$ cat src/rtl/reg_cmd_sequencer.sv
// Command sequencer between the UART frame decoder and the register block.
// Handles single write, single read with readback, and a paced full-bank dump.
module reg_cmd_sequencer #(
    parameter int WORD_WIDTH   = 8,
    parameter int VALUE_WORDS  = 4,
    parameter int REG_DEPTH    = 16,
    parameter int TX_GAP       = 8,
    parameter int READ_TIMEOUT = 64,
    parameter logic [WORD_WIDTH-1:0] CMD_WRITE = 8'h01,
    parameter logic [WORD_WIDTH-1:0] CMD_READ  = 8'h02,
    parameter logic [WORD_WIDTH-1:0] CMD_DUMP  = 8'h03
) (
    input  logic                              clk,
    input  logic                              i_reset,
    input  logic [WORD_WIDTH-1:0]             i_cmd,
    input  logic [WORD_WIDTH-1:0]             i_addr,
    input  logic [WORD_WIDTH*VALUE_WORDS-1:0] i_value,
    input  logic                              i_dv,
    output logic                              o_w_en,
    output logic [WORD_WIDTH-1:0]             o_w_addr,
    output logic [WORD_WIDTH*VALUE_WORDS-1:0] o_w_value,
    output logic                              o_r_en,
    output logic [WORD_WIDTH-1:0]             o_r_addr,
    input  logic [WORD_WIDTH*VALUE_WORDS-1:0] i_r_value,
    input  logic                              i_r_valid,
    input  logic                              i_tx_afull,
    output logic [WORD_WIDTH*VALUE_WORDS-1:0] o_tx_data,
    output logic                              o_tx_dv,
    output logic                              o_busy,
    output logic                              o_err,
    output logic [1:0]                        o_err_code,
    output logic                              o_drop,
    output logic [2:0]                        o_state
);

    localparam int GW = $clog2(TX_GAP + 1);
    localparam int TW = $clog2(READ_TIMEOUT + 1);
    localparam logic [WORD_WIDTH-1:0] LAST    = WORD_WIDTH'(REG_DEPTH - 1);
    localparam logic [GW-1:0]         GAP_MAX = GW'(TX_GAP);
    localparam logic [TW-1:0]         TO_LAST = TW'(READ_TIMEOUT - 1);

    typedef enum logic [2:0] {
        S_IDLE    = 3'd0,
        S_WRITE   = 3'd1,
        S_RD_REQ  = 3'd2,
        S_RD_WAIT = 3'd3,
        S_TX_WAIT = 3'd4,
        S_TX      = 3'd5,
        S_GAP     = 3'd6
    } state_t;

    state_t                state;
    logic [WORD_WIDTH-1:0] addr;
    logic                  dump;
    logic [GW-1:0]         gap;
    logic [TW-1:0]         tcnt;
    logic                  in_range;

    assign in_range = (i_addr <= LAST);
    assign o_state  = state;

    always_ff @(posedge clk) begin
        if (i_reset) begin
            state      <= S_IDLE;
            addr       <= '0;
            dump       <= 1'b0;
            gap        <= GAP_MAX;
            tcnt       <= '0;
            o_w_en     <= 1'b0;
            o_w_addr   <= '0;
            o_w_value  <= '0;
            o_r_en     <= 1'b0;
            o_r_addr   <= '0;
            o_tx_data  <= '0;
            o_tx_dv    <= 1'b0;
            o_busy     <= 1'b0;
            o_err      <= 1'b0;
            o_err_code <= 2'd0;
            o_drop     <= 1'b0;
        end else begin
            o_w_en  <= 1'b0;
            o_r_en  <= 1'b0;
            o_tx_dv <= 1'b0;
            o_err   <= 1'b0;
            o_drop  <= 1'b0;
            if (gap != GAP_MAX) gap <= gap + 1'b1;
            if (i_dv && state != S_IDLE) o_drop <= 1'b1;
            case (state)
                S_IDLE: begin
                    if (i_dv) begin
                        if (i_cmd == CMD_WRITE && in_range) begin
                            o_w_en    <= 1'b1;
                            o_w_addr  <= i_addr;
                            o_w_value <= i_value;
                            o_busy    <= 1'b1;
                            state     <= S_WRITE;
                        end else if (i_cmd == CMD_READ && in_range) begin
                            addr     <= i_addr;
                            o_r_en   <= 1'b1;
                            o_r_addr <= i_addr;
                            o_busy   <= 1'b1;
                            state    <= S_RD_REQ;
                        end else if (i_cmd == CMD_DUMP) begin
                            addr     <= '0;
                            dump     <= 1'b1;
                            o_r_en   <= 1'b1;
                            o_r_addr <= '0;
                            o_busy   <= 1'b1;
                            state    <= S_RD_REQ;
                        end else if (i_cmd == CMD_WRITE || i_cmd == CMD_READ) begin
                            o_err      <= 1'b1;
                            o_err_code <= 2'd2;
                        end else begin
                            o_err      <= 1'b1;
                            o_err_code <= 2'd1;
                        end
                    end
                end
                S_WRITE: begin
                    o_busy <= 1'b0;
                    state  <= S_IDLE;
                end
                S_RD_REQ: begin
                    // The request cycle itself counts toward the timeout.
                    tcnt  <= TW'(1);
                    state <= S_RD_WAIT;
                end
                S_RD_WAIT: begin
                    if (i_r_valid) begin
                        o_tx_data <= i_r_value;
                        state     <= S_TX_WAIT;
                    end else if (tcnt == TO_LAST) begin
                        o_err      <= 1'b1;
                        o_err_code <= 2'd3;
                        dump       <= 1'b0;
                        o_busy     <= 1'b0;
                        state      <= S_IDLE;
                    end else begin
                        tcnt <= tcnt + 1'b1;
                    end
                end
                S_TX_WAIT: begin
                    if (!i_tx_afull && gap == GAP_MAX) begin
                        o_tx_dv <= 1'b1;
                        gap     <= '0;
                        state   <= S_TX;
                    end
                end
                S_TX: begin
                    state <= S_GAP;
                end
                S_GAP: begin
                    if (dump && addr != LAST) begin
                        addr     <= addr + 1'b1;
                        o_r_en   <= 1'b1;
                        o_r_addr <= addr + 1'b1;
                        state    <= S_RD_REQ;
                    end else begin
                        dump   <= 1'b0;
                        o_busy <= 1'b0;
                        state  <= S_IDLE;
                    end
                end
                default: begin
                    o_busy <= 1'b0;
                    state  <= S_IDLE;
                end
            endcase
        end
    end

endmodule

$ cat config.mk
export PLATFORM = sky130hd
export DESIGN_NAME = reg_cmd_sequencer
export DESIGN_NICKNAME = d
export VERILOG_FILES = /design/src/rtl/reg_cmd_sequencer.sv
export SDC_FILE = /design/constraint.sdc
export NUM_CORES = 1
export LEC_CHECK = 0
export ABC_AREA = 1
export CAP_MARGIN = 20
export CORE_MARGIN = 2
export CORE_UTILIZATION = 30
export CTS_BUF_LIST = sky130_fd_sc_hd__clkbuf_4 sky130_fd_sc_hd__clkbuf_8
export CTS_CLUSTER_DIAMETER = 120
export DETAILED_ROUTE_END_ITERATION = 16
export HOLD_SLACK_MARGIN = 0.08
export PLACE_DENSITY = 0.62
export SLEW_MARGIN = 5
export SYNTH_ARGS = -nofsm -noshare
export SYNTH_HDL_FRONTEND = slang
export SYNTH_SLANG_ARGS = --single-unit
$ cat constraint.sdc
create_clock -name clk -period 3.9 [get_ports clk]
set_clock_uncertainty 0.05 [all_clocks]
set_input_delay 0.585 -clock clk [delete_from_list [all_inputs] [get_ports clk]]
set_output_delay 0.585 -clock clk [all_outputs]
set_load 0.01 [all_outputs]
==> impl_metrics.csv, run 1 <==
group,metric,value,unit
setup_path,path_cells,"clkdlybuf4s50_1 > inv_1 > nor2_1 > nand2_1 > nor2_4 > nand4_4 > o21ai_0 > a21oi_1",
grt,grt_overflow_total,0,
clocking,cts.clk_slew.worst_paths,0.10,ns
grt,gr-usage-all-layers,0.149,
setup_path,r2r-start,"o_state[1]$_SDFFE_PP0P_",
grt,grt_max_degree,77,
setup_path,regToRegSetupSlack,1.65,ns
setup_path,crit_fanout,76,
grt,grt_pass1_vias,4127,
finish,area_growth,46.4,%
setup_path,cp.required,4.08,ns
worst_hold_path,hp-start,"o_w_value[25]$_SDFFE_PP0P_",
drt,drc,0,
timing,relSlewSlack,0.412,
floorplan,die_area,0.0156,mm²
synth,synth_top_cell_by_area,"dfxtp_1",
setup_path,start_kind,"primary input",
timing,setup_viol,0,
setup_path,r2r_end,"o_w_value[0]$_SDFFE_PP0P_",
clocking,clock_latency,0.37,ns
grt,antenna_found_initial,0,
floorplan,start_util,0.304,
grt,grt_pass1_wl,19.2,mm
synth,synth.area.top_cells,"dfxtp_1 47%, a21oi_1 9.5%, nand2_1 8.9%, nand3_1 6.7%, inv_1 6.3%",
power_and_ir_drop,max-vdd-ir-drop,0.000169,V
timing,min_period,2.55,ns
synth,synth_warnings,0,
worst_hold_path,holdPathEnd,"o_w_value[25]$_SDFFE_PP0P_",
finish,nNetsFinal,835,
floorplan,io_pins,176,
drt,wl_per_cell,12.7,µm
finish,final_cell_mix,"174 x clkdlybuf4s50_1, 104 x nand2_1, 103 x dfxtp_1",
finish,fill_cells,1435,
synth,syn_area_per_cell,7.48,µm²
timing,holdWs,0.399,ns
timing,fin_crit_sh,0.654,
floorplan,coreArea,0.0144,mm²
timing,hold_violations,0,
setup_path,cp_slowest_stage_delay,0.68,ns
power_and_ir_drop,leakagePower,2.39,nW
synth,netlist_instances,587,
synth,yosys.cell_types.count,32,
worst_hold_path,whs_path_depth,2,
placed_design,dpl.hpwl,8.45,mm
power_and_ir_drop,p_per_area,302,mW/mm²
job,max_cap_violations,0,
worst_hold_path,hold_path_class,"reg -> reg",
clocking,h-tree-depth,3,
floorplan,die_h,125,µm
setup_path,crit_buf_inv,2,
timing,finalSetupTns,0,ns
clocking,numCtsBuffers,9,
timing,fmax,0.392,GHz
synth,synth-edff-count,0,
drt,initialDrtViolationCount,157,
clocking,cts_resized,0,
synth,ys_seq_elements,103,
finish,diodes,0,
setup_path,slowest_stage,"nand4_4",
setup_path,cp_top_family,"simple AND/OR/NAND/NOR gates",
run_status,status,"complete, no violations",
clocking,cts_tree,"yes",
drt,via_per_inst,4.56,
timing,slew_violations,0,
placed_design,io_buffers,175,
clocking,postCtsSetupRepairBufs,0,
setup_path,ff2ff_path_depth,6,
clocking,clock-root-buffer,"clkbuf_8",
timing,worst_pin_slew,0.880,ns
synth,async_flop_share,0,
setup_path,worstSetupPathType,"in -> reg",
synth,seq_area_frac_synth,0.470,
setup_path,endpoint_kind,"register",
clocking,cts_num_sinks,103,
drt,drtPass1Iterations,4,
finish,drive_above_1_share,0.0533,
finish,layout_commonest_cell,"clkdlybuf4s50_1",
drt,vias,4260,
synth,synth_top_area_frac,0.470,
synth,syn-num-nets,676,
floorplan,num_rows,44,
setup_path,cp.arrival,2.73,ns
synth,synth_flop_cell,"dfxtp_1",
floorplan,die_width,125,µm
drt,antenna_left,0,
clocking,clockBufferDepth,2,
synth,synth_area,0.00439,mm²
drt,wirelength,11.8,mm
timing,rsz0062_at_grt,"no",
clocking,cts-hold-fix-buffers,0,
placed_design,place_congestion,0.815,
how the worst max path moves through the flow:
stage | from | endpoint | slack (ns) | cells after the start
2_1_floorplan | i_addr[6] | addr[3]$_SDFFE_PP0P_ | 2.24 | 9
3_3_place_gp | i_cmd[0] | o_w_value[26]$_SDFFE_PP0P_ | 1.10 | 8
3_5_place_dp | i_cmd[0] | o_w_value[0]$_SDFFE_PP0P_ | 0.95 | 8
4_1_cts | i_cmd[0] | o_w_value[26]$_SDFFE_PP0P_ | 1.39 | 8
5_1_grt | i_cmd[0] | o_w_value[19]$_SDFFE_PP0P_ | 1.09 | 8
6_report | i_cmd[0] | o_w_value[0]$_SDFFE_PP0P_ | 1.35 | 8
cells by family (layout without fill, tap and decap cells):
logic type,count (synthesis),after routing,share of synthesized area
and+or+nand+nor,234,234,0.245
buffers and inverters,108,272,0.106
adders and majority gates,4,4,0.0114
AOI/OAI and AO/OA,132,132,0.157
xor gates and xnor gates,6,6,0.0120
DFF,103,103,0.470
worst min-delay path, stage by stage, from the launching register on:
cell     delay (ns)
dfxtp_1        0.32
inv_1          0.05
a21oi_1        0.04
final cells by class:
class	count	area, µm²	share of cell area
Sequential cell	103	2060	0.321
Tap cell	184	230	0.0358
Timing Repair Buffer	179	1780	0.277
Clock buffer	11	145	0.0226
Multi-Input combinational cell	376	1860	0.290
Inverter	77	292	0.0454
Clock inverter	5	56.3	0.00876
metal layers:
layer | GRT usage | wire (µm) | up-vias | share of wire
met5 | 0 | 0 | - | 0
met4 | 0.0575 | 123 | 0 | 0.010
met3 | 0.0706 | 1330 | 8 | 0.11
met2 | 0.237 | 5300 | 150 | 0.45
met1 | 0.176 | 5090 | 1895 | 0.43
li1 | - | - | 2207 | -
state kept, by name, indices dropped and copies added (netlist names), 2 cells and up:
register / flops
o_w_value: 32
addr: 8
gap: 4
o_state: 3
tcnt: 7
o_tx_data: 32
o_w_addr: 8
o_err_code: 2
where the power goes:
group / switching, mW / internal, mW
Clock: 0.365 / 0.322
Combinational: 0.0809 / 0.104
Sequential: 0.00822 / 1.06
Total: 0.454 / 1.49
Yosys cell counts, types with 2 or more instances:
master    count
xor2_1        4
xnor2_1       2
dfxtp_1     103
nand3_2       5
ha_1          4
buf_6         5
nand2_1     104
a21oi_1      83
o22ai_1       2
buf_2         9
o21ai_0      42
nand4_1       3
nor2_1       43
and3_1        4
nand3_1      59
clkbuf_2      3
inv_2         2
inv_1        74
nor3_1        6
clkbuf_1     13
nand2_2       3
nor2_4        4
through the flow:
stage          std cells  cell area, µm²  setup slack (ns)  utilization  power, mW
2_1_floorplan        587            4390              2.24            -       1.17
3_3_place_gp         919            6220              1.10        0.431       1.28
3_5_place_dp         919            6220             0.950        0.431       1.28
4_1_cts              935            6420              1.39        0.445       1.99
5_1_grt              935            6420              1.09        0.445       2.05
6_report             935            6420              1.35        0.445       1.94
Power figures use the tool's default switching activity.
==> inputs of run 2 (changes only) <==
--- a/config.mk
+++ b/config.mk
@@ -13,7 +13,7 @@
 export CTS_CLUSTER_DIAMETER = 120
 export DETAILED_ROUTE_END_ITERATION = 16
 export HOLD_SLACK_MARGIN = 0.08
-export PLACE_DENSITY = 0.62
+export PLACE_DENSITY = 0.64
 export SLEW_MARGIN = 5
 export SYNTH_ARGS = -nofsm -noshare
 export SYNTH_HDL_FRONTEND = slang
==> constraint.sdc (replaced) <==
create_clock -name clk -period 2.25 [get_ports clk]
set_clock_uncertainty 0.05 [all_clocks]
set_input_delay 0.3375 -clock clk [delete_from_list [all_inputs] [get_ports clk]]
set_output_delay 0.3375 -clock clk [all_outputs]
set_load 0.01 [all_outputs]
==> impl_metrics.csv, run 2 (synthesis gave the netlist of run 1 again) <==
group,metric,value,unit
run_status,status,"complete, no violations",
worst_hold_path,hold_path_class,"reg -> reg",
setup_path,endpoint_kind,"output port",
drt,drc,0,
setup_path,regToRegSetupSlack,0.47,ns
finish,nNetsFinal,843,
clocking,cts-hold-fix-buffers,0,
finish,reg_top3,"o_tx_data (32), o_w_value (32)",
grt,grt_pass1_wl,19.7,mm
clocking,cts.clk_slew.worst_paths,0.09,ns
drt,drtPass1Iterations,4,
floorplan,die_area,0.0156,mm²
setup_path,crit_fanout,6,
finish,final_cell_mix,"174 x clkdlybuf4s50_1, 104 x nand2_1, 103 x dfxtp_1",
grt,grt_overflow_total,0,
drt,antenna_left,0,
timing,setup_viol,0,
setup_path,r2r-start,"o_state[1]$_SDFFE_PP0P_",
drt,via_per_inst,4.53,
setup_path,startpoint,"o_state[1]$_SDFFE_PP0P_",
timing,fin_crit_sh,0.846,
drt,vias,4260,
timing,rsz0062_at_grt,"no",
timing,relSlewSlack,0.597,
finish,layout_commonest_cell,"clkdlybuf4s50_1",
setup_path,crit_end,"o_state[1]",
clocking,h-tree-depth,3,
setup_path,slowest_stage,"clkdlybuf4s50_1",
clocking,clock-root-buffer,"clkbuf_8",
setup_path,start_kind,"register",
floorplan,die_width,125,µm
clocking,numCtsBuffers,9,
floorplan,die_h,125,µm
placed_design,place_congestion,0.820,
placed_design,dpl.hpwl,8.56,mm
drt,wirelength,11.9,mm
setup_path,cp.depth,1,
finish,area_growth,48.7,%
timing,slew_violations,0,
grt,grt_max_degree,78,
power_and_ir_drop,total_power,3.45,mW
setup_path,worstSetupPathType,"reg -> out",
setup_path,path_cells,"clkdlybuf4s50_1",
setup_path,cp.required,1.86,ns
floorplan,start_util,0.304,
setup_path,cp_top_family,"buffers and inverters",
clocking,postCtsSetupRepairBufs,0,
grt,grt_pass1_vias,4026,
setup_path,ff2ff_path_depth,7,
finish,drive_above_1_share,0.0608,
clocking,cts_resized,0,
placed_design,io_buffers,175,
clocking,cts_tree,"yes",
drt,initialDrtViolationCount,158,
finish,area.sequential,0.00206,mm²
timing,fmax,0.526,GHz
floorplan,coreArea,0.0144,mm²
grt,antenna_found_initial,0,
power_and_ir_drop,leakagePower,2.44,nW
power_and_ir_drop,max-vdd-ir-drop,0.000389,V
floorplan,num_rows,44,
timing,finalSetupTns,0,ns
job,max_cap_violations,0,
clocking,clockBufferDepth,2,
clocking,cts_num_sinks,103,
setup_path,cp_slowest_stage_delay,0.62,ns
timing,min_period,1.90,ns
finish,fill_cells,1458,
floorplan,io_pins,176,
finish,diodes,0,
finish,multi_input_area,0.00186,mm²
setup_path,r2r_end,"addr[0]$_SDFFE_PP0P_",
drt,wl_per_cell,12.6,µm
setup_path,crit_buf_inv,1,
power_and_ir_drop,p_per_area,529,mW/mm²
grt,gr-usage-all-layers,0.155,
timing,hold_violations,0,
clocking,clock_latency,0.38,ns
setup_path,cp.arrival,1.52,ns
timing,worst_pin_slew,0.604,ns
run 2: changes by cell type in the layout (fill, tap and decap cells not counted), sizes merged:
cell | before | now
bufinv | 1 | 2
inv | 78 | 77
clkinv | 2 | 1
buf | 5 | 13
clkbuf | 11 | 10
run 2: stage by stage:
stage | instance area [µm²] | setup WS (ns) | hold WS, ns | util | instances
2_1_floorplan | 4390 | 0.666 | 0.386 | - | 587
3_3_place_gp | 6320 | 0.270 | 0.379 | 0.438 | 927
3_5_place_dp | 6320 | 0.241 | 0.386 | 0.438 | 927
4_1_cts | 6530 | 0.310 | 0.398 | 0.452 | 941
5_1_grt | 6530 | 0.265 | 0.418 | 0.452 | 941
6_report | 6530 | 0.347 | 0.395 | 0.452 | 941
run 2: cell type report:
class                      count  area share
sequential                   103       0.316
timing repair buffer         187       0.287
multi-input combinational    376       0.286
inverter                      77      0.0447
tap                          184      0.0353
clock buffer                  10      0.0201
clock inverter                 4      0.0111
run 2: metal layers:
metal | global-route usage | share of wire | vias to the layer above
met5 | 0 | 0 | -
met4 | 0.0379 | 0.010 | 0
met3 | 0.0873 | 0.12 | 11
met2 | 0.238 | 0.42 | 151
met1 | 0.188 | 0.45 | 1869
li1 | - | - | 2229
run 2: worst min-delay path by stage:
| stage | start | to | slack [ns] | cells past startpoint |
|---|---|---|---|---|
| 6_report | o_w_addr[1]$_SDFFE_PP0P_ | o_w_addr[1]$_SDFFE_PP0P_ | 0.40 | 2 |
| 5_1_grt | o_w_value[7]$_SDFFE_PP0P_ | o_w_value[7]$_SDFFE_PP0P_ | 0.42 | 2 |
| 4_1_cts | o_w_addr[1]$_SDFFE_PP0P_ | o_w_addr[1]$_SDFFE_PP0P_ | 0.40 | 2 |
| 3_5_place_dp | o_w_value[0]$_SDFFE_PP0P_ | o_w_value[0]$_SDFFE_PP0P_ | 0.39 | 2 |
| 3_3_place_gp | o_w_addr[1]$_SDFFE_PP0P_ | o_w_addr[1]$_SDFFE_PP0P_ | 0.38 | 2 |
| 2_1_floorplan | tcnt[4]$_SDFFE_PP0P_ | tcnt[4]$_SDFFE_PP0P_ | 0.39 | 2 |
run 2: where the power goes:
group          internal, mW  switching, mW
logic                 0.187          0.141
registers              1.84         0.0145
clock network         0.626          0.642
